$ cat src/rtl/mips_pkg.sv
// Shared types and constants for the MIPS instruction-fetch stage.
package mips_pkg;

    localparam int unsigned XLEN       = 32;
    localparam int unsigned WORD_BYTES = 4;

    localparam logic [XLEN-1:0] RESET_PC = 32'h0000_0000;

    typedef enum logic [1:0] {
        IDLE  = 2'd0,
        FETCH = 2'd1,
        HOLD  = 2'd2,
        FAULT = 2'd3
    } fetch_state_t;

endpackage : mips_pkg

$ cat src/rtl/mips_ifetch_pc_reg.sv
// Enable-load register holding the fetch PC; async active-low reset to RESET_VAL.
module pc_reg #(
    parameter int unsigned           WIDTH     = 32,
    parameter logic [WIDTH-1:0]      RESET_VAL = '0
) (
    input  logic             clk,
    input  logic             rst_n,
    input  logic             en_i,
    input  logic [WIDTH-1:0] d_i,
    output logic [WIDTH-1:0] q_o
);

    always_ff @(posedge clk or negedge rst_n) begin
        if (!rst_n) begin
            q_o <= RESET_VAL;
        end else if (en_i) begin
            q_o <= d_i;
        end
    end

endmodule : pc_reg

$ cat src/rtl/mips_ifetch.sv
// Instruction-fetch stage: PC, imem req/ack, instruction register, redirect/squash.
// Optional macro IFETCH_ALIGN_CHECK_EN traps misaligned redirects into a sticky FAULT state.
module mips_ifetch #(
    parameter logic [31:0] RESET_PC = mips_pkg::RESET_PC
) (
    input  logic                      clk,
    input  logic                      reset_n,
    output logic                      imem_req,
    output logic [mips_pkg::XLEN-1:0] imem_addr,
    input  logic                      imem_ack,
    input  logic [mips_pkg::XLEN-1:0] imem_rdata,
    output logic                      instr_valid,
    input  logic                      instr_ready,
    output logic [mips_pkg::XLEN-1:0] instr,
    output logic [mips_pkg::XLEN-1:0] pcplus4,
    input  logic                      redirect_valid,
    input  logic [mips_pkg::XLEN-1:0] redirect_pc,
    output logic                      fetch_fault
);

    import mips_pkg::*;

    localparam logic [XLEN-1:0] PC_STEP = XLEN'(WORD_BYTES);

    fetch_state_t    state_q, state_d;
    logic            squash_q, squash_d;
    logic            req_q, req_d;
    logic [XLEN-1:0] addr_q, addr_d;
    logic            valid_q, valid_d;
    logic [XLEN-1:0] instr_q, instr_d;
    logic [XLEN-1:0] pcp4_q, pcp4_d;
    logic [XLEN-1:0] pc_q, pc_d;
    logic            pc_en;
    logic [XLEN-1:0] redirect_pc_c;

`ifdef IFETCH_ALIGN_CHECK_EN
    logic fault_q, fault_d;
    logic misalign_c;

    assign redirect_pc_c = redirect_pc;
    assign misalign_c    = redirect_valid && (redirect_pc[1:0] != 2'b00);
`else
    // Without the check the low address bits are simply dropped.
    assign redirect_pc_c = redirect_pc & ~XLEN'(WORD_BYTES - 1);
`endif

    pc_reg #(
        .WIDTH     (XLEN),
        .RESET_VAL (RESET_PC)
    ) u_pc_reg (
        .clk   (clk),
        .rst_n (reset_n),
        .en_i  (pc_en),
        .d_i   (pc_d),
        .q_o   (pc_q)
    );

    // Next-state, PC update and registered-output decode.
    always_comb begin
        state_d  = state_q;
        squash_d = squash_q;
        req_d    = req_q;
        addr_d   = addr_q;
        valid_d  = valid_q;
        instr_d  = instr_q;
        pcp4_d   = pcp4_q;
        pc_d     = pc_q;
        pc_en    = 1'b0;
`ifdef IFETCH_ALIGN_CHECK_EN
        fault_d  = fault_q;
`endif

        unique case (state_q)
            IDLE: begin
                state_d = FETCH;
                if (redirect_valid) begin
                    pc_en = 1'b1;
                    pc_d  = redirect_pc_c;
                end
            end
            FETCH: begin
                if (imem_ack) begin
                    if (redirect_valid) begin
                        pc_en    = 1'b1;
                        pc_d     = redirect_pc_c;
                        squash_d = 1'b0;
                    end else if (squash_q) begin
                        squash_d = 1'b0;
                    end else begin
                        instr_d = imem_rdata;
                        pcp4_d  = pc_q + PC_STEP;
                        pc_en   = 1'b1;
                        pc_d    = pc_q + PC_STEP;
                        state_d = HOLD;
                    end
                end else if (redirect_valid) begin
                    // Request stays on the bus; its data will be dropped.
                    pc_en    = 1'b1;
                    pc_d     = redirect_pc_c;
                    squash_d = 1'b1;
                end
            end
            HOLD: begin
                if (redirect_valid || instr_ready) begin
                    state_d = FETCH;
                end
                if (redirect_valid) begin
                    pc_en = 1'b1;
                    pc_d  = redirect_pc_c;
                end
            end
            FAULT: begin
                state_d = FAULT;
            end
            default: begin
                state_d = IDLE;
            end
        endcase

`ifdef IFETCH_ALIGN_CHECK_EN
        if (misalign_c && (state_q != FAULT)) begin
            state_d  = FAULT;
            fault_d  = 1'b1;
            squash_d = 1'b0;
            pc_en    = 1'b0;
            pc_d     = pc_q;
        end
`endif

        // A new request launches on entering FETCH or after any ack; an unacked one is held.
        if (state_d == FETCH) begin
            req_d = 1'b1;
            if (!((state_q == FETCH) && !imem_ack)) begin
                addr_d = pc_d;
            end
        end else begin
            req_d = 1'b0;
        end
        valid_d = (state_d == HOLD);
    end

    always_ff @(posedge clk or negedge reset_n) begin
        if (!reset_n) begin
            state_q  <= IDLE;
            squash_q <= 1'b0;
            req_q    <= 1'b0;
            addr_q   <= RESET_PC;
            valid_q  <= 1'b0;
            instr_q  <= '0;
            pcp4_q   <= '0;
`ifdef IFETCH_ALIGN_CHECK_EN
            fault_q  <= 1'b0;
`endif
        end else begin
            state_q  <= state_d;
            squash_q <= squash_d;
            req_q    <= req_d;
            addr_q   <= addr_d;
            valid_q  <= valid_d;
            instr_q  <= instr_d;
            pcp4_q   <= pcp4_d;
`ifdef IFETCH_ALIGN_CHECK_EN
            fault_q  <= fault_d;
`endif
        end
    end

    assign imem_req    = req_q;
    assign imem_addr   = addr_q;
    assign instr_valid = valid_q;
    assign instr       = instr_q;
    assign pcplus4     = pcp4_q;
`ifdef IFETCH_ALIGN_CHECK_EN
    assign fetch_fault = fault_q;
`else
    assign fetch_fault = 1'b0;
`endif

endmodule : mips_ifetch
$ cat config.mk
export PLATFORM = sky130hd
export DESIGN_NAME = mips_ifetch
export DESIGN_NICKNAME = d
export VERILOG_FILES = /design/src/rtl/mips_pkg.sv /design/src/rtl/mips_ifetch_pc_reg.sv /design/src/rtl/mips_ifetch.sv
export SDC_FILE = /design/constraint.sdc
export NUM_CORES = 1
export LEC_CHECK = 0
export ABC_AREA = 1
export BUFFER_PORTS_ARGS = -buffer_cell sky130_fd_sc_hd__buf_2
export CAP_MARGIN = 20
export CORE_MARGIN = 4
export CORE_UTILIZATION = 55
export CTS_CLUSTER_DIAMETER = 100
export DETAILED_ROUTE_END_ITERATION = 12
export GPL_ROUTABILITY_DRIVEN = 1
export PLACE_DENSITY = 0.85
export SLEW_MARGIN = 20
export SYNTH_ARGS = -nofsm -noshare
export SYNTH_HDL_FRONTEND = slang
export SYNTH_HIERARCHICAL = 1
export SYNTH_SLANG_ARGS = --single-unit
export TNS_END_PERCENT = 100
$ cat constraint.sdc
create_clock -name clk -period 2.93 [get_ports clk]
set_input_delay 0.1465 -clock clk [delete_from_list [all_inputs] [get_ports clk]]
set_output_delay 0.1465 -clock clk [all_outputs]
set_load 0.02 [all_outputs]
== Yosys cells after proc, flatten, opt, wreduce, memory -nomap -nowiden ==
Index checks and enable logic that the tools add are counted.
Word-level totals
  flip-flop bits (word level): 133
  input bits: 69
  output and inout port bits: 99
  word-level logic and storage cells: 44
Operators by class
  add/sub/neg operators: 1
  equality and inequality tests: 5
  mux-type cells: 18
  bitwise gates (word level): 3
  reductions and logical operators: 9
Operators by type and width (number)
  $mux W32: 4
  $pmux W32 S2: 1
  $add A32 B3 Y32 const B: 1
  $mux W2: 4
  $pmux W2 S4: 1
  $mux W1: 7
  $eq A2 B2 Y1 const B: 3
  $eq A2 B1 Y1 const B: 2
  $reduce_and A2 Y1: 2
  $reduce_and A4 Y1: 1
  $not A1 Y1: 3
  $logic_not A2 Y1: 1
  $pmux W1 S2: 1
  $reduce_bool A2 Y1: 1
  $reduce_or A2 Y1: 1
  $logic_and A1 B1 Y1: 1
  $logic_not A1 Y1: 1
  $logic_or A1 B1 Y1: 1

== Logic depth before layout (Yosys ltp) ==
Gate-level depths: netlist (run 1).
  word-level depth: 6
  depth in mapped cells: 13
  depth with buffers taken out: 13

== By module ==
Netlist (run 1), hierarchy kept.
Modules (own cells, without submodules)
  mips_ifetch: times used 1, cells an instance 850, area each 5840.6 sq um, sequential area each 2527.4 sq um
  pc_reg: times used 1, cells an instance 136, area each 1292.5 sq um, sequential area each 800.8 sq um

== Worst setup path before layout (run 1) ==
Ideal clock, no wire load.
  kind: reg2reg
  from: reg u_pc_reg.q_o[3]
  to: reg u_pc_reg.q_o[28]
  setup time: 0.117 ns
  data arrival time: 1.555 ns
  data required time: 2.813 ns
  slack: 1.258 ns
  cell stages (with the launch flop): 13
  clock period less this slack: 1.672 ns
  path through: dfrtp_1 ha_1 nand2_1 nor2_2 nand2_2 nor2_2 nand3_2 nor2_1 nand2_1 nand3_1 nand2_1 nand2_1 nand2_1
Between the ends
  word-level cells in the longest chain between the ends: 5
RTL lines
  start: declaration: line mips_ifetch_pc_reg.sv:10  | output logic [WIDTH-1:0] q_o
  start signal: assignment: line mips_ifetch_pc_reg.sv:17  | q_o <= d_i;
  $add A32 B3 Y32: line mips_ifetch.sv:93  | pc_d = pc_q + PC_STEP;
  $mux W32: line mips_ifetch.sv:87  | end else if (squash_q) begin
  $mux W32: line mips_ifetch.sv:83  | if (redirect_valid) begin
  $mux W32: line mips_ifetch.sv:82  | if (imem_ack) begin
  $pmux W32 S2: line mips_ifetch.sv:73  | unique case (state_q)
  named net pc_d[28]: line mips_ifetch.sv:32  | logic [XLEN-1:0] pc_q, pc_d;
The timed path passes the listed nets, and every way through them passes these cells.
A chain may end at the register's enable or synchronous reset.

== Final worst setup path (run 1) ==
  from: reg state_q[0]
  to: reg addr_q[2], in the netlist imem_addr[2]
Between the ends
  elaborated cells between the ends (all ways): 15
  those cells by class: 4 x eq/ne; 6 x mux; 1 x bitwise; 4 x reduce/logical
RTL lines
  start: declaration: line mips_ifetch.sv:25  | fetch_state_t state_q, state_d;
  start signal: assignment: line mips_ifetch.sv:155  | state_q <= state_d;
  $eq A2 B2 Y1 (tied with other cells): line mips_ifetch.sv:73
  $pmux W2 S4 (*): line mips_ifetch.sv:73
  named net state_d[1]: line mips_ifetch.sv:25
  $eq A2 B1 Y1 (*): line mips_ifetch.sv:131  | if (state_d == FETCH) begin
  $reduce_and A2 Y1 (no line) (*)
  end signal: assignment: line mips_ifetch.sv:158  | addr_q <= addr_d;
  end: declaration: line mips_ifetch.sv:28  | logic [XLEN-1:0] addr_q, addr_d;
The timed path passes the listed nets; every way through them passes the cells marked *.

==> results of run 1 <==
[stage by stage]
step / worst slack, ps / cells / area, sq um
detailed placement: 351 / 1294 / 8010
CTS: 371 / 1359 / 8940
global placement: 447 / 1294 / 8010
floorplan: 1260 / 986 / 7130
finish: 309 / 1359 / 8940
global route: 159 / 1359 / 8940
[state kept, by name, indices dropped and copies added, names as in the netlist]
name / cells
imem_req: 1
imem_addr: 32
squash_q: 1
instr_valid: 1
instr: 32
pcplus4: 32
u_pc_reg/q_o: 32
state_q: 2
[cell type report]
class / count / area share [%]
sequential: 133 / 37.2
multi-input combinational: 755 / 36.9
timing repair buffer: 209 / 14.2
clock buffer: 17 / 4.76
inverter: 58 / 2.56
tap: 172 / 2.41
clock inverter: 15 / 1.99
[cell families after synthesis]
family	count (synthesis)
buffers and inverters	98
AO/OA/AOI/OAI	101
AND/OR/NAND/NOR	642
multiplexers	2
other	1
adder cells (fa/ha/maj)	1
XOR/XNOR	8
flip-flops	133
[layer usage]
layer | track usage [%] | wire [microns] | vias up
li1 | - | - | 3470
met1 | 44.8 | 9760 | 3383
met2 | 47.2 | 10400 | 442
met3 | 6.64 | 2360 | 65
met4 | 12.0 | 647 | 0
met5 | 0 | 0 | -
[cell usage in the layout, fill, tap and decap left out, types with 2 or more instances in the layout]
| cell | Yosys | routed |
|---|---|---|
| sky130_fd_sc_hd__inv_6 | 0 | 4 |
| sky130_fd_sc_hd__a21boi_0 | 5 | 5 |
| sky130_fd_sc_hd__buf_2 | 18 | 163 |
| sky130_fd_sc_hd__nor2_4 | 2 | 2 |
| sky130_fd_sc_hd__nor2_1 | 77 | 77 |
| sky130_fd_sc_hd__o21ai_1 | 6 | 6 |
| sky130_fd_sc_hd__o221ai_1 | 4 | 4 |
| sky130_fd_sc_hd__nor2_2 | 8 | 8 |
| sky130_fd_sc_hd__a22oi_1 | 2 | 2 |
| sky130_fd_sc_hd__or2_2 | 2 | 2 |
| sky130_fd_sc_hd__and2_1 | 4 | 4 |
| sky130_fd_sc_hd__nand3_1 | 37 | 37 |
| sky130_fd_sc_hd__clkinv_4 | 0 | 2 |
| sky130_fd_sc_hd__nor3_1 | 3 | 3 |
| sky130_fd_sc_hd__o22ai_1 | 4 | 4 |
| sky130_fd_sc_hd__a221oi_1 | 4 | 4 |
| sky130_fd_sc_hd__a21oi_1 | 15 | 15 |
| sky130_fd_sc_hd__nand2_2 | 15 | 15 |
| sky130_fd_sc_hd__mux2i_1 | 2 | 2 |
| sky130_fd_sc_hd__dfrtp_1 | 133 | 133 |
| sky130_fd_sc_hd__clkinv_2 | 1 | 5 |
| sky130_fd_sc_hd__nand2_1 | 485 | 485 |
| sky130_fd_sc_hd__o21a_1 | 2 | 2 |
| sky130_fd_sc_hd__inv_1 | 50 | 50 |
| sky130_fd_sc_hd__nand4_1 | 4 | 4 |
| sky130_fd_sc_hd__xnor2_1 | 2 | 2 |
| sky130_fd_sc_hd__clkinvlp_4 | 0 | 2 |
| sky130_fd_sc_hd__buf_4 | 4 | 11 |
| sky130_fd_sc_hd__o21ai_0 | 48 | 48 |
| sky130_fd_sc_hd__a31oi_1 | 4 | 4 |
| sky130_fd_sc_hd__buf_12 | 1 | 2 |
| sky130_fd_sc_hd__bufinv_16 | 0 | 3 |
| sky130_fd_sc_hd__xor2_1 | 6 | 6 |
| sky130_fd_sc_hd__a211oi_1 | 2 | 2 |
| sky130_fd_sc_hd__clkbuf_16 | 0 | 17 |
| sky130_fd_sc_hd__dlygate4sd3_1 | 0 | 33 |
| sky130_fd_sc_hd__inv_2 | 5 | 5 |
[power groups by stage]
stage / logic (mW) / clock network [mW] / registers (mW)
2_1_floorplan: 2.40 / 0 / 3.79
3_3_place_gp: 4.23 / 0 / 3.20
3_5_place_dp: 4.34 / 0 / 3.21
4_1_cts: 4.41 / 2.22 / 3.20
5_1_grt: 4.89 / 2.32 / 3.32
6_report: 4.48 / 2.22 / 3.24
[worst register-to-register path: stages, from the launching register on]
cell,delay [ps]
sky130_fd_sc_hd__dfrtp_1,610
sky130_fd_sc_hd__nand2_2,240
sky130_fd_sc_hd__nor2_4,350
sky130_fd_sc_hd__inv_4,130
sky130_fd_sc_hd__nor2_8,260
sky130_fd_sc_hd__inv_2,70
sky130_fd_sc_hd__nand2_2,110
sky130_fd_sc_hd__a21oi_4,60
sky130_fd_sc_hd__inv_2,430
sky130_fd_sc_hd__o21ai_0,210
[worst max path at each step]
stage / to / depth (start not counted) / from / slack [ps]
2_1_floorplan: u_pc_reg/q_o[28] / 12 / u_pc_reg/q_o[3] / 1260
6_report: imem_addr[2] / 9 / state_q[0] / 310
5_1_grt: imem_addr[2] / 9 / state_q[0] / 160
3_5_place_dp: imem_addr[2] / 9 / state_q[0] / 350
3_3_place_gp: imem_addr[2] / 9 / state_q[0] / 450
4_1_cts: imem_addr[2] / 9 / state_q[0] / 370
==> flow_summary.html, run 1 <==
<table>
<tr><th>Metric</th><th>Value</th></tr>
<tr><th colspan="2">Synth</th></tr>
<tr><td>Most used flip-flop cell after synthesis</td><td>sky130_fd_sc_hd__dfrtp_1</td></tr>
<tr><td>Synthesized-area fraction occupied by ao, oa, aoi and oai cells</td><td>8.37%</td></tr>
<tr><td>Most frequent cells after synthesis</td><td>485 x sky130_fd_sc_hd__nand2_1, 133 x sky130_fd_sc_hd__dfrtp_1, 77 x sky130_fd_sc_hd__nor2_1, 50 x sky130_fd_sc_hd__inv_1, 48 x sky130_fd_sc_hd__o21ai_0</td></tr>
<tr><td>Adder-cell share of the synthesized area</td><td>0.175%</td></tr>
<tr><td>Library cells used by synthesis</td><td>48</td></tr>
<tr><td>Combined area of all synthesized cells</td><td>0.00713 sq mm</td></tr>
<tr><td>Post-Synth XOR/XNOR Area</td><td>0.982%</td></tr>
<tr><td>Number of enable flip-flop cells after synthesis</td><td>0</td></tr>
<tr><td>Fraction of post-synthesis cell area in the top cell type by area</td><td>46.7%</td></tr>
<tr><td>Number of synthesized register bits</td><td>133</td></tr>
<tr><td>Portion of netlist area occupied by mux cells</td><td>0.281%</td></tr>
<tr><td>Simple-Gate Fraction of Synth Area</td><td>36.4%</td></tr>
<tr><td>Syn Inst Count</td><td>986</td></tr>
<tr><td>Synth Warn #</td><td>6</td></tr>
<tr><td>Post-synthesis cell type with the largest combined area</td><td>sky130_fd_sc_hd__dfrtp_1</td></tr>
<tr><td>Post-Syn Nets</td><td>1056</td></tr>
<tr><td>Dominant combinational cell family by area after synthesis</td><td>simple AND/OR/NAND/NOR gates</td></tr>
<tr><td>Largest cells by area after synthesis</td><td>sky130_fd_sc_hd__dfrtp_1 47%, sky130_fd_sc_hd__nand2_1 26%, sky130_fd_sc_hd__nor2_1 4.1%</td></tr>
<tr><td>Fraction of the yosys area taken by sequential cells</td><td>46.7%</td></tr>
<tr><td>Most frequently used cell type in the post-synthesis netlist</td><td>sky130_fd_sc_hd__nand2_1</td></tr>
<tr><td>Syn avg cell area</td><td>7.23 sq um</td></tr>
<tr><td>Post-synthesis async set-or-reset flop share</td><td>100%</td></tr>
<tr><th colspan="2">Setup path</th></tr>
<tr><td>Biggest fanout along the worst timing path</td><td>33</td></tr>
<tr><td>Critical Path Slowest Stage Cell</td><td>sky130_fd_sc_hd__dfrtp_1</td></tr>
<tr><td>Buf+Inv Stages, Crit Path</td><td>3</td></tr>
<tr><td>Kind of cell adding the most delay to the critical path</td><td>simple AND/OR/NAND/NOR gates</td></tr>
<tr><td>Critical path cell sequence</td><td>nand2_2, nor2_4, inv_4, nor2_8, inv_2, nand2_2, a21oi_4, inv_2, o21ai_0</td></tr>
<tr><td>Critical path data arrival time</td><td>2900 ps</td></tr>
<tr><td>Crit path required time</td><td>3210 ps</td></tr>
<tr><td>Launch point of the worst reg-to-reg path</td><td>state_q[0]</td></tr>
<tr><td>Number of cells traversed by the worst register-to-register path</td><td>9</td></tr>
<tr><td>Critical path launch point type</td><td>register</td></tr>
<tr><td>Capturing element type of the critical path</td><td>register</td></tr>
<tr><td>Crit path kind</td><td>register to register</td></tr>
<tr><td>Reg-to-reg critical path endpoint</td><td>imem_addr[2]</td></tr>
<tr><td>Stage delay of the slowest cell on the critical path</td><td>610 ps</td></tr>
<tr><td>Minimum setup slack among reg-to-reg paths</td><td>310 ps</td></tr>
<tr><th colspan="2">Floorplanning</th></tr>
<tr><td>I/O pins</td><td>168</td></tr>
<tr><td>Die boundary height</td><td>122 microns</td></tr>
<tr><td>Effective utilization at floorplan</td><td>56.3%</td></tr>
<tr><td>X dimension of the die</td><td>122 microns</td></tr>
<tr><td>Floorplan core area</td><td>0.0127 sq mm</td></tr>
<tr><td>Die area</td><td>0.0149 sq mm</td></tr>
<tr><td>Core Rows</td><td>41</td></tr>
<tr><th colspan="2">CTS</th></tr>
<tr><td>Max H-tree Level</td><td>4</td></tr>
<tr><td># hold bufs at CTS</td><td>33</td></tr>
<tr><td>Number of cells upsized or downsized after cts</td><td>0</td></tr>
<tr><td>Sink count of the clock tree</td><td>133</td></tr>
<tr><td>TritonCTS clock tree</td><td>built</td></tr>
<tr><td>Number of setup buffers added after CTS</td><td>0</td></tr>
<tr><td>Cell at the root of the clock tree</td><td>sky130_fd_sc_hd__clkbuf_16</td></tr>
<tr><td>Clock latency on the worst-skew pair</td><td>430 ps</td></tr>
<tr><td>Maximum root-to-sink buffer count</td><td>2</td></tr>
<tr><td>Total CTS buffers</td><td>17</td></tr>
<tr><td>Clock-pin transition on the worst setup and hold timing paths</td><td>60 ps</td></tr>
<tr><th colspan="2">Drt</th></tr>
<tr><td>Total vias in the final route</td><td>7360</td></tr>
<tr><td>DR DRC count</td><td>0</td></tr>
<tr><td>Antenna violation net count after detailed routing</td><td>0</td></tr>
<tr><td>First-pass iteration count of the detailed router</td><td>8</td></tr>
<tr><td>Overall routed net length</td><td>23200 microns</td></tr>
<tr><td>Average wire per cell in the routed design</td><td>17.1 microns</td></tr>
<tr><td>Initial DRC Count</td><td>952</td></tr>
<tr><td>Detail-routed via count per cell</td><td>5.42</td></tr>
<tr><th colspan="2">Timing</th></tr>
<tr><td>Final hold slack</td><td>107 ps</td></tr>
<tr><td>Number of pins exceeding their max-slew limit in the final report</td><td>0</td></tr>
<tr><td>Setup repair after global routing missed its margin</td><td>false</td></tr>
<tr><td>Post-route clock period utilization</td><td>89.5%</td></tr>
<tr><td>Slew of the pin with the lowest slew margin</td><td>821 ps</td></tr>
<tr><td>Final setup fails</td><td>0</td></tr>
<tr><td>Clock skew</td><td>10.3 ps</td></tr>
<tr><td>Max Clock Freq</td><td>382 MHz</td></tr>
<tr><td>Slew margin rel.</td><td>45.2%</td></tr>
<tr><td>Min Tclk post-route</td><td>2620 ps</td></tr>
<tr><td>Hold Vio Cnt, Final</td><td>0</td></tr>
<tr><td>Sum of negative setup slack</td><td>0 ps</td></tr>
<tr><th colspan="2">Run status</th></tr>
<tr><td>Status</td><td>finished, final reports clean</td></tr>
<tr><th colspan="2">Pwr</th></tr>
<tr><td>Switching component of the power</td><td>4.62 mW</td></tr>
<tr><td>Max IR drop VDD</td><td>0.547 mV</td></tr>
<tr><td>Proportion of power drawn by the clock network</td><td>22.4%</td></tr>
<tr><td>Internal</td><td>5.33 mW</td></tr>
<tr><td>Power Dens Cells</td><td>1110 mW/mm^2</td></tr>
<tr><td>Part of the power in combinational logic</td><td>45.0%</td></tr>
<tr><td>Sum of internal, switching and leakage power</td><td>9.94 mW</td></tr>
<tr><td>Switching power as a share of total power</td><td>46.4%</td></tr>
<tr><td>Sequential power share</td><td>32.6%</td></tr>
<tr><td>Leakage power of the design</td><td>4.84 nW</td></tr>
<tr><th colspan="2">Hold path</th></tr>
<tr><td>Type of the worst min-delay path</td><td>input port to register</td></tr>
<tr><td>Worst hold endpoint</td><td>imem_addr[6]</td></tr>
<tr><td>Worst Hold Path Cells</td><td>5</td></tr>
<tr><td>Worst Hold Launch</td><td>redirect_pc[6]</td></tr>
<tr><th colspan="2">GRT</th></tr>
<tr><td>Global-route wire length before repair</td><td>35900 microns</td></tr>
<tr><td>Largest net degree at the start of global routing</td><td>68</td></tr>
<tr><td>Antenna violations before repair</td><td>0</td></tr>
<tr><td>GR Overflow Total</td><td>0</td></tr>
<tr><td>GRT Overall Usage</td><td>31.4%</td></tr>
<tr><td>Vias in the first global route</td><td>7006</td></tr>
<tr><th colspan="2">Finish</th></tr>
<tr><td>Layout Nets</td><td>1244</td></tr>
<tr><td>Final-layout fill cell count</td><td>1028</td></tr>
<tr><td>Layout-stage area growth over the synthesis result</td><td>25.3%</td></tr>
<tr><td>Area taken by multi-input logic gates</td><td>0.00330 sq mm</td></tr>
<tr><td>Area used by sequential logic in the layout</td><td>0.00333 sq mm</td></tr>
<tr><td>Share of cells above drive strength 1</td><td>20.8%</td></tr>
<tr><td>Ant diodes</td><td>0</td></tr>
<tr><td>Finished Core Util</td><td>70.6%</td></tr>
<tr><th colspan="2">Place</th></tr>
<tr><td>I/O Buffers</td><td>164</td></tr>
<tr><td>DPL Wire Length</td><td>15300 microns</td></tr>
<tr><td>Placer Congestion</td><td>1.00</td></tr>
<tr><th colspan="2">Flow run</th></tr>
<tr><td>Maxcap violations</td><td>0</td></tr>
</table>
(Power assumes the default switching activity.)
==> run 2: changes to the inputs <==
CORE_UTILIZATION = 50   (was 55)
HOLD_SLACK_MARGIN = 0.15   (was unset)
PLACE_DENSITY = 0.79   (was 0.85)
==> flow_summary.html, run 2 (synthesis gave the netlist of run 1 again) <==
<table>
<tr><th>Metric</th><th>Value</th></tr>
<tr><th colspan="2">GRT</th></tr>
<tr><td>Largest net degree at the start of global routing</td><td>82 (was 68)</td></tr>
<tr><td>Global-route wire length before repair</td><td>35300 microns (was 35900 microns)</td></tr>
<tr><td>Antenna violations before repair</td><td>1 (was 0)</td></tr>
<tr><td>GRT Overall Usage</td><td>27.9% (was 31.4%)</td></tr>
<tr><td>GR Overflow Total</td><td>0 (unchanged)</td></tr>
<tr><td>Vias in the first global route</td><td>6948 (was 7006)</td></tr>
<tr><th colspan="2">Timing</th></tr>
<tr><td>Slew of the pin with the lowest slew margin</td><td>866 ps (was 821 ps)</td></tr>
<tr><td>Clock skew</td><td>7.51 ps (was 10.3 ps)</td></tr>
<tr><td>Number of pins exceeding their max-slew limit in the final report</td><td>0 (unchanged)</td></tr>
<tr><td>Slew margin rel.</td><td>42.1% (was 45.2%)</td></tr>
<tr><td>Min Tclk post-route</td><td>2640 ps (was 2620 ps)</td></tr>
<tr><td>Final setup margin</td><td>292 ps (was 309 ps)</td></tr>
<tr><td>Max Clock Freq</td><td>379 MHz (was 382 MHz)</td></tr>
<tr><td>Post-route clock period utilization</td><td>90.0% (was 89.5%)</td></tr>
<tr><td>Sum of negative setup slack</td><td>0 ps (unchanged)</td></tr>
<tr><td>Hold Vio Cnt, Final</td><td>0 (unchanged)</td></tr>
<tr><td>Setup repair after global routing missed its margin</td><td>false (unchanged)</td></tr>
<tr><td>Final setup fails</td><td>0 (unchanged)</td></tr>
<tr><th colspan="2">Finish</th></tr>
<tr><td>Layout Nets</td><td>1247 (was 1244)</td></tr>
<tr><td>Most common library cell in the layout ignoring fill and taps</td><td>sky130_fd_sc_hd__nand2_1 (unchanged)</td></tr>
<tr><td>Share of cells above drive strength 1</td><td>20.6% (was 20.8%)</td></tr>
<tr><td>Commonest cells after routing, fill and taps aside</td><td>485 x sky130_fd_sc_hd__nand2_1, 163 x sky130_fd_sc_hd__buf_2, 133 x sky130_fd_sc_hd__dfrtp_1 (unchanged)</td></tr>
<tr><td>Post-Layout Inst Area</td><td>0.00893 sq mm (was 0.00894 sq mm)</td></tr>
<tr><td>Layout-stage area growth over the synthesis result</td><td>25.2% (was 25.3%)</td></tr>
<tr><th colspan="2">Place</th></tr>
<tr><td>DPL Wire Length</td><td>15500 microns (was 15300 microns)</td></tr>
<tr><td>Pre-CTS WS</td><td>354 ps (was 351 ps)</td></tr>
<tr><td>Post-detailed-placement cell area</td><td>0.00803 sq mm (was 0.00801 sq mm)</td></tr>
<tr><td>Placer Congestion</td><td>0.969 (was 1.00)</td></tr>
<tr><td>I/O Buffers</td><td>164 (unchanged)</td></tr>
<tr><th colspan="2">Floorplanning</th></tr>
<tr><td>I/O pins</td><td>168 (unchanged)</td></tr>
<tr><td>Core Rows</td><td>43 (was 41)</td></tr>
<tr><td>Effective utilization at floorplan</td><td>51.2% (was 56.3%)</td></tr>
<tr><td>X dimension of the die</td><td>127 microns (was 122 microns)</td></tr>
<tr><td>Die boundary height</td><td>127 microns (was 122 microns)</td></tr>
<tr><td>Floorplan core area</td><td>0.0139 sq mm (was 0.0127 sq mm)</td></tr>
<tr><td>Die area</td><td>0.0162 sq mm (was 0.0149 sq mm)</td></tr>
<tr><th colspan="2">CTS</th></tr>
<tr><td>Cell at the root of the clock tree</td><td>sky130_fd_sc_hd__clkbuf_16 (unchanged)</td></tr>
<tr><td>Number of cells upsized or downsized after cts</td><td>0 (unchanged)</td></tr>
<tr><td>Sink count of the clock tree</td><td>133 (unchanged)</td></tr>
<tr><td># hold bufs at CTS</td><td>35 (was 33)</td></tr>
<tr><td>Max H-tree Level</td><td>4 (unchanged)</td></tr>
<tr><td>Total CTS buffers</td><td>17 (unchanged)</td></tr>
<tr><td>Clock-pin transition on the worst setup and hold timing paths</td><td>60 ps (about the same)</td></tr>
<tr><td>Number of setup buffers added after CTS</td><td>0 (unchanged)</td></tr>
<tr><td>Maximum root-to-sink buffer count</td><td>2 (unchanged)</td></tr>
<tr><td>Clock latency on the worst-skew pair</td><td>430 ps (about the same)</td></tr>
<tr><td>TritonCTS clock tree</td><td>built (unchanged)</td></tr>
<tr><th colspan="2">Setup path</th></tr>
<tr><td>Stage delay of the slowest cell on the critical path</td><td>670 ps (was 610 ps)</td></tr>
<tr><td>Crit path kind</td><td>register to register (unchanged)</td></tr>
<tr><td>Buf+Inv Stages, Crit Path</td><td>4 (was 3)</td></tr>
<tr><td>Kind of cell adding the most delay to the critical path</td><td>compound AO/OA/AOI/OAI gates (was simple AND/OR/NAND/NOR gates)</td></tr>
<tr><td>Critical path data arrival time</td><td>2930 ps (was 2900 ps)</td></tr>
<tr><td>Crit path required time</td><td>3220 ps (was 3210 ps)</td></tr>
<tr><td>Capturing element type of the critical path</td><td>register (unchanged)</td></tr>
<tr><td>Count of cell instances traversed by the critical path</td><td>11 (was 9)</td></tr>
<tr><td>Number of cells traversed by the worst register-to-register path</td><td>11 (was 9)</td></tr>
<tr><td>Biggest fanout along the worst timing path</td><td>32 (was 33)</td></tr>
<tr><td>Critical path launch point type</td><td>register (unchanged)</td></tr>
<tr><td>Critical Path Slowest Stage Cell</td><td>sky130_fd_sc_hd__a21oi_4 (was sky130_fd_sc_hd__dfrtp_1)</td></tr>
<tr><td>Critical path cell sequence</td><td>nand2_2, nor2_4, inv_4, nor2_8, inv_2, nand2_2, a21oi_4, inv_2, buf_12, nand2_1, o21ai_0 (was nand2_2, nor2_4, inv_4, nor2_8, inv_2, nand2_2, a21oi_4, inv_2, o21ai_0)</td></tr>
<tr><th colspan="2">Drt</th></tr>
<tr><td>First-pass iteration count of the detailed router</td><td>5 (was 8)</td></tr>
<tr><td>Total vias in the final route</td><td>7279 (was 7360)</td></tr>
<tr><td>Overall routed net length</td><td>22200 microns (was 23200 microns)</td></tr>
<tr><td>DR DRC count</td><td>0 (unchanged)</td></tr>
<tr><td>Initial DRC Count</td><td>657 (was 952)</td></tr>
<tr><td>Antenna violation net count after detailed routing</td><td>0 (unchanged)</td></tr>
<tr><td>Detail-routed via count per cell</td><td>5.32 (was 5.42)</td></tr>
<tr><td>Average wire per cell in the routed design</td><td>16.2 microns (was 17.1 microns)</td></tr>
<tr><th colspan="2">Hold path</th></tr>
<tr><td>Worst Hold Path Cells</td><td>7 (was 5)</td></tr>
<tr><td>Type of the worst min-delay path</td><td>input port to register (unchanged)</td></tr>
<tr><th colspan="2">Pwr</th></tr>
<tr><td>Max IR drop VDD</td><td>0.537 mV (was 0.547 mV)</td></tr>
<tr><td>Leakage power of the design</td><td>4.83 nW (was 4.84 nW)</td></tr>
<tr><td>Power Dens Cells</td><td>1080 mW/mm^2 (was 1110 mW/mm^2)</td></tr>
<tr><th colspan="2">Flow run</th></tr>
<tr><td>Maxcap violations</td><td>0 (unchanged)</td></tr>
<tr><th colspan="2">Run status</th></tr>
<tr><td>Status</td><td>finished, final reports clean (unchanged)</td></tr>
</table>
[run 2: changes by cell type in the layout (fill, tap and decap cells not counted), sizes merged]
| cell | change |
|---|---|
| inv | -4 |
| diode | +1 |
| buf | +1 |
| clkinv | -2 |
| bufinv | -2 |
| dlygate4sd3 | +2 |
| clkbuf | +4 |
| clkinvlp | +2 |
[run 2: worst register-to-register path, stage by stage (launching register included)]
cell,delay (ps)
sky130_fd_sc_hd__dfrtp_1,520
sky130_fd_sc_hd__nand2_2,230
sky130_fd_sc_hd__nor2_4,120
sky130_fd_sc_hd__inv_4,150
sky130_fd_sc_hd__nor2_8,90
sky130_fd_sc_hd__inv_2,70
sky130_fd_sc_hd__nand2_2,80
sky130_fd_sc_hd__a21oi_4,670
sky130_fd_sc_hd__inv_2,210
sky130_fd_sc_hd__buf_12,220
sky130_fd_sc_hd__nand2_1,70
sky130_fd_sc_hd__o21ai_0,70
[run 2: area by class of cell]
cell class | count | area (sq um)
timing repair buffer | 212 | 1300
tap | 180 | 225
clock inverter | 9 | 80.1
sequential | 133 | 3330
multi-input combinational | 755 | 3300
antenna | 1 | 2.50
inverter | 58 | 229
fill | 1207 | 5010
clock buffer | 21 | 470
[run 2: path summary, 6_finish.rpt]
| path | end | slack, ps | from |
|---|---|---|---|
| min | u_pc_reg/q_o[12] | 190 | redirect_pc[12] |
| max | imem_addr[2] | 290 | state_q[0] |
| min in group asynchronous | instr[30] | 320 | reset_n |
| max in group asynchronous | instr[13] | 1650 | reset_n |
| min reg2reg | instr[9] | 460 | instr[9] |
| max reg2reg | imem_addr[2] | 290 | state_q[0] |
[run 2: power breakdown]
group	internal (mW)	leakage [nW]	total (mW)	switching, mW
Clock	1.21	0.263	2.00	0.783
Sequential	2.60	1.69	3.21	0.606
Combinational	1.40	2.87	4.45	3.05
[run 2: metrics by stage]
step	hold slack, ps	instances	total power [mW]	util (%)
floorplan	-149	986	6.19	-
global placement	20.9	1303	7.44	57.6
detailed placement	19.0	1303	7.56	57.6
CTS	168	1368	9.63	64.1
global route	218	1369	10.3	64.1
finish	191	1369	9.66	64.1
[run 2: layer usage]
layer / GRT usage [%] / up-vias / routed length [microns]
li1: - / 3482 / -
met1: 39.1 / 3366 / 9480
met2: 41.4 / 369 / 9770
met3: 6.02 / 62 / 2150
met4: 13.0 / 0 / 795
met5: 0 / - / 0
==> run 3: changes to the inputs <==
GPL_TIMING_DRIVEN = 0   (was unset)
PLACE_DENSITY = 0.75   (was 0.79)
RECOVER_POWER = 100   (was unset)
==> flow_summary.html, run 3 (synthesis gave the netlist of run 1 again) <==
<table>
<tr><th>Metric</th><th>Value</th></tr>
<tr><th colspan="2">Run status</th></tr>
<tr><td>Status</td><td>finished with violations (was finished, final reports clean)</td></tr>
<tr><td>Violations in the final reports</td><td>max-capacitance violations, max-slew violations</td></tr>
<tr><th colspan="2">Flow run</th></tr>
<tr><td>Maxcap violations</td><td>1 (was 0)</td></tr>
<tr><th colspan="2">Timing</th></tr>
<tr><td>Post-route clock period utilization</td><td>84.0% (was 90.0%)</td></tr>
<tr><td>Hold Vio Cnt, Final</td><td>0 (unchanged)</td></tr>
<tr><td>Final setup fails</td><td>0 (unchanged)</td></tr>
<tr><td>Min Tclk post-route</td><td>2460 ps (was 2640 ps)</td></tr>
<tr><td>Number of pins exceeding their max-slew limit in the final report</td><td>63 (was 0)</td></tr>
<tr><td>Sum of negative setup slack</td><td>0 ps (unchanged)</td></tr>
<tr><td>Clock skew</td><td>9.98 ps (was 7.51 ps)</td></tr>
<tr><td>Setup repair after global routing missed its margin</td><td>false (unchanged)</td></tr>
<tr><td>Max Clock Freq</td><td>406 MHz (was 379 MHz)</td></tr>
<tr><td>Slew margin rel.</td><td>-4.26% (was 42.1%)</td></tr>
<tr><td>Slew of the pin with the lowest slew margin</td><td>1560 ps (was 866 ps)</td></tr>
<tr><th colspan="2">GRT</th></tr>
<tr><td>Largest net degree at the start of global routing</td><td>72 (was 82)</td></tr>
<tr><td>Vias in the first global route</td><td>7038 (was 6948)</td></tr>
<tr><td>GR Overflow Total</td><td>0 (unchanged)</td></tr>
<tr><td>Antenna violations before repair</td><td>0 (was 1)</td></tr>
<tr><td>Global-route wire length before repair</td><td>37200 microns (was 35300 microns)</td></tr>
<tr><td>GRT Overall Usage</td><td>29.6% (was 27.9%)</td></tr>
<tr><th colspan="2">Finish</th></tr>
<tr><td>Layout Nets</td><td>1274 (was 1247)</td></tr>
<tr><td>Post-Layout Inst Area</td><td>0.00898 sq mm (was 0.00893 sq mm)</td></tr>
<tr><td>Ant diodes</td><td>0 (was 1)</td></tr>
<tr><td>Most common library cell in the layout ignoring fill and taps</td><td>sky130_fd_sc_hd__nand2_1 (unchanged)</td></tr>
<tr><td>Layout-stage area growth over the synthesis result</td><td>25.8% (was 25.2%)</td></tr>
<tr><td>Share of cells above drive strength 1</td><td>13.1% (was 20.6%)</td></tr>
<tr><td>Commonest cells after routing, fill and taps aside</td><td>486 x sky130_fd_sc_hd__nand2_1, 133 x sky130_fd_sc_hd__dfrtp_1, 111 x sky130_fd_sc_hd__clkbuf_1 (was 485 x sky130_fd_sc_hd__nand2_1, 163 x sky130_fd_sc_hd__buf_2, 133 x sky130_fd_sc_hd__dfrtp_1)</td></tr>
<tr><th colspan="2">Floorplanning</th></tr>
<tr><td>Die area</td><td>0.0162 sq mm (unchanged)</td></tr>
<tr><td>Die boundary height</td><td>127 microns (unchanged)</td></tr>
<tr><td>Floorplan core area</td><td>0.0139 sq mm (unchanged)</td></tr>
<tr><td>Effective utilization at floorplan</td><td>51.2% (unchanged)</td></tr>
<tr><td>I/O pins</td><td>168 (unchanged)</td></tr>
<tr><td>Core Rows</td><td>43 (unchanged)</td></tr>
<tr><td>X dimension of the die</td><td>127 microns (unchanged)</td></tr>
<tr><th colspan="2">Drt</th></tr>
<tr><td>Detail-routed via count per cell</td><td>5.32 (about the same)</td></tr>
<tr><td>Overall routed net length</td><td>23700 microns (was 22200 microns)</td></tr>
<tr><td>Initial DRC Count</td><td>750 (was 657)</td></tr>
<tr><td>Antenna violation net count after detailed routing</td><td>0 (unchanged)</td></tr>
<tr><td>Average wire per cell in the routed design</td><td>16.9 microns (was 16.2 microns)</td></tr>
<tr><td>First-pass iteration count of the detailed router</td><td>6 (was 5)</td></tr>
<tr><td>DR DRC count</td><td>0 (unchanged)</td></tr>
<tr><td>Total vias in the final route</td><td>7430 (was 7279)</td></tr>
<tr><th colspan="2">Pwr</th></tr>
<tr><td>Max IR drop VDD</td><td>0.610 mV (was 0.537 mV)</td></tr>
<tr><td>Power Dens Cells</td><td>1090 mW/mm^2 (was 1080 mW/mm^2)</td></tr>
<tr><td>Leakage power of the design</td><td>4.59 nW (was 4.83 nW)</td></tr>
<tr><th colspan="2">Hold path</th></tr>
<tr><td>Type of the worst min-delay path</td><td>input port to register (unchanged)</td></tr>
<tr><th colspan="2">CTS</th></tr>
<tr><td>Max H-tree Level</td><td>4 (unchanged)</td></tr>
<tr><td>Clock latency on the worst-skew pair</td><td>430 ps (about the same)</td></tr>
<tr><td>Maximum root-to-sink buffer count</td><td>2 (unchanged)</td></tr>
<tr><td>TritonCTS clock tree</td><td>built (unchanged)</td></tr>
<tr><td>Number of setup buffers added after CTS</td><td>0 (unchanged)</td></tr>
<tr><td>Sink count of the clock tree</td><td>133 (unchanged)</td></tr>
<tr><td>Clock-pin transition on the worst setup and hold timing paths</td><td>60 ps (about the same)</td></tr>
<tr><td>Number of cells upsized or downsized after cts</td><td>0 (unchanged)</td></tr>
<tr><td>Cell at the root of the clock tree</td><td>sky130_fd_sc_hd__clkbuf_16 (unchanged)</td></tr>
<tr><td>Total CTS buffers</td><td>17 (unchanged)</td></tr>
<tr><th colspan="2">Setup path</th></tr>
<tr><td>Critical path data arrival time</td><td>2780 ps (was 2930 ps)</td></tr>
<tr><td>Kind of cell adding the most delay to the critical path</td><td>buffers and inverters (was compound AO/OA/AOI/OAI gates)</td></tr>
<tr><td>Critical path cell sequence</td><td>buf_4, nand2_2, nor2_1, inv_4, nor2_8, inv_1, clkbuf_1, clkbuf_1, nand2_1, nand2_1 (was nand2_2, nor2_4, inv_4, nor2_8, inv_2, nand2_2, a21oi_4, inv_2, buf_12, nand2_1, o21ai_0)</td></tr>
<tr><td>Critical path launch point type</td><td>register (unchanged)</td></tr>
<tr><td>Biggest fanout along the worst timing path</td><td>10 (was 32)</td></tr>
<tr><td>Critical Path Slowest Stage Cell</td><td>sky130_fd_sc_hd__nor2_1 (was sky130_fd_sc_hd__a21oi_4)</td></tr>
<tr><td>Crit path required time</td><td>3240 ps (was 3220 ps)</td></tr>
<tr><td>Capturing element type of the critical path</td><td>register (unchanged)</td></tr>
<tr><td>Crit path kind</td><td>register to register (unchanged)</td></tr>
<tr><td>Buf+Inv Stages, Crit Path</td><td>5 (was 4)</td></tr>
<tr><td>Stage delay of the slowest cell on the critical path</td><td>350 ps (was 670 ps)</td></tr>
<tr><th colspan="2">Place</th></tr>
<tr><td>Post-detailed-placement cell area</td><td>0.00821 sq mm (was 0.00803 sq mm)</td></tr>
<tr><td>DPL Wire Length</td><td>17200 microns (was 15500 microns)</td></tr>
<tr><td>I/O Buffers</td><td>163 (was 164)</td></tr>
<tr><td>Placer Congestion</td><td>0.985 (was 0.969)</td></tr>
</table>
run 3: cell count changes in the layout (fill, tap and decap cells not counted), moves of 3 or more:
cell	change
sky130_fd_sc_hd__buf_2	-85
sky130_fd_sc_hd__buf_4	-9
sky130_fd_sc_hd__buf_6	+5
sky130_fd_sc_hd__clkbuf_1	+110
sky130_fd_sc_hd__clkbuf_8	+3
run 3: power by group:
| group | internal, mW | switching (mW) |
|---|---|---|
| Sequential | 2.60 | 0.600 |
| Combinational | 1.36 | 3.19 |
| Clock | 1.23 | 0.822 |
run 3: worst paths after layout:
check                                 from                to  slack, ps  cells past startpoint
max in group asynchronous          reset_n         instr[16]       1260                      3
min                        redirect_pc[10]  u_pc_reg/q_o[10]        210                      7
min in group asynchronous          reset_n     imem_addr[12]        650                      2
max reg2reg                     state_q[0]          instr[4]        470                     10
min reg2reg                       instr[7]          instr[7]        470                      2
max                             state_q[0]          instr[4]        470                     10
run 3: worst reg2reg max path, stage by stage (launching register included):
cell and delay (ps):
sky130_fd_sc_hd__dfrtp_1 330, sky130_fd_sc_hd__buf_4 190, sky130_fd_sc_hd__nand2_2 160, sky130_fd_sc_hd__nor2_1 350
sky130_fd_sc_hd__inv_4 150, sky130_fd_sc_hd__nor2_8 200, sky130_fd_sc_hd__inv_1 170, sky130_fd_sc_hd__clkbuf_1 270
sky130_fd_sc_hd__clkbuf_1 330, sky130_fd_sc_hd__nand2_1 160, sky130_fd_sc_hd__nand2_1 60
run 3: stage by stage:
step	hold WS [ps]	setup slack, ps	utilization [%]	std cells	power [mW]
floorplan	-149	1260	-	986	6.19
global placement	347	-53.2	58.7	1329	7.67
detailed placement	109	812	58.9	1330	7.79
CTS	196	787	65.5	1397	9.91
global route	239	303	64.4	1397	10.5
finish	208	469	64.4	1397	9.79
run 3: metal layers:
| layer | vias to the layer above | share of wire (%) | global-route usage, % |
|---|---|---|---|
| met5 | - | 0 | 0 |
| met4 | 0 | 2.9 | 11.2 |
| met3 | 49 | 9.9 | 6.65 |
| met2 | 385 | 44 | 45.1 |
| met1 | 3460 | 43 | 41.5 |
| li1 | 3536 | - | - |
run 3: what timing repair did:
action	in CTS	in global routing
endpoints found under the setup margin	0	0
hold buffers	35	0
endpoints found under the hold margin	168	0
run 3: cell type report:
cell class	instances	area [sq um]
Buffer	40	264
Multi-Input combinational cell	755	3290
Sequential cell	133	3330
Clock buffer	20	467
Tap cell	180	225
Inverter	58	229
Fill cell	1321	4960
Timing Repair Buffer	199	1070
Clock inverter	12	105
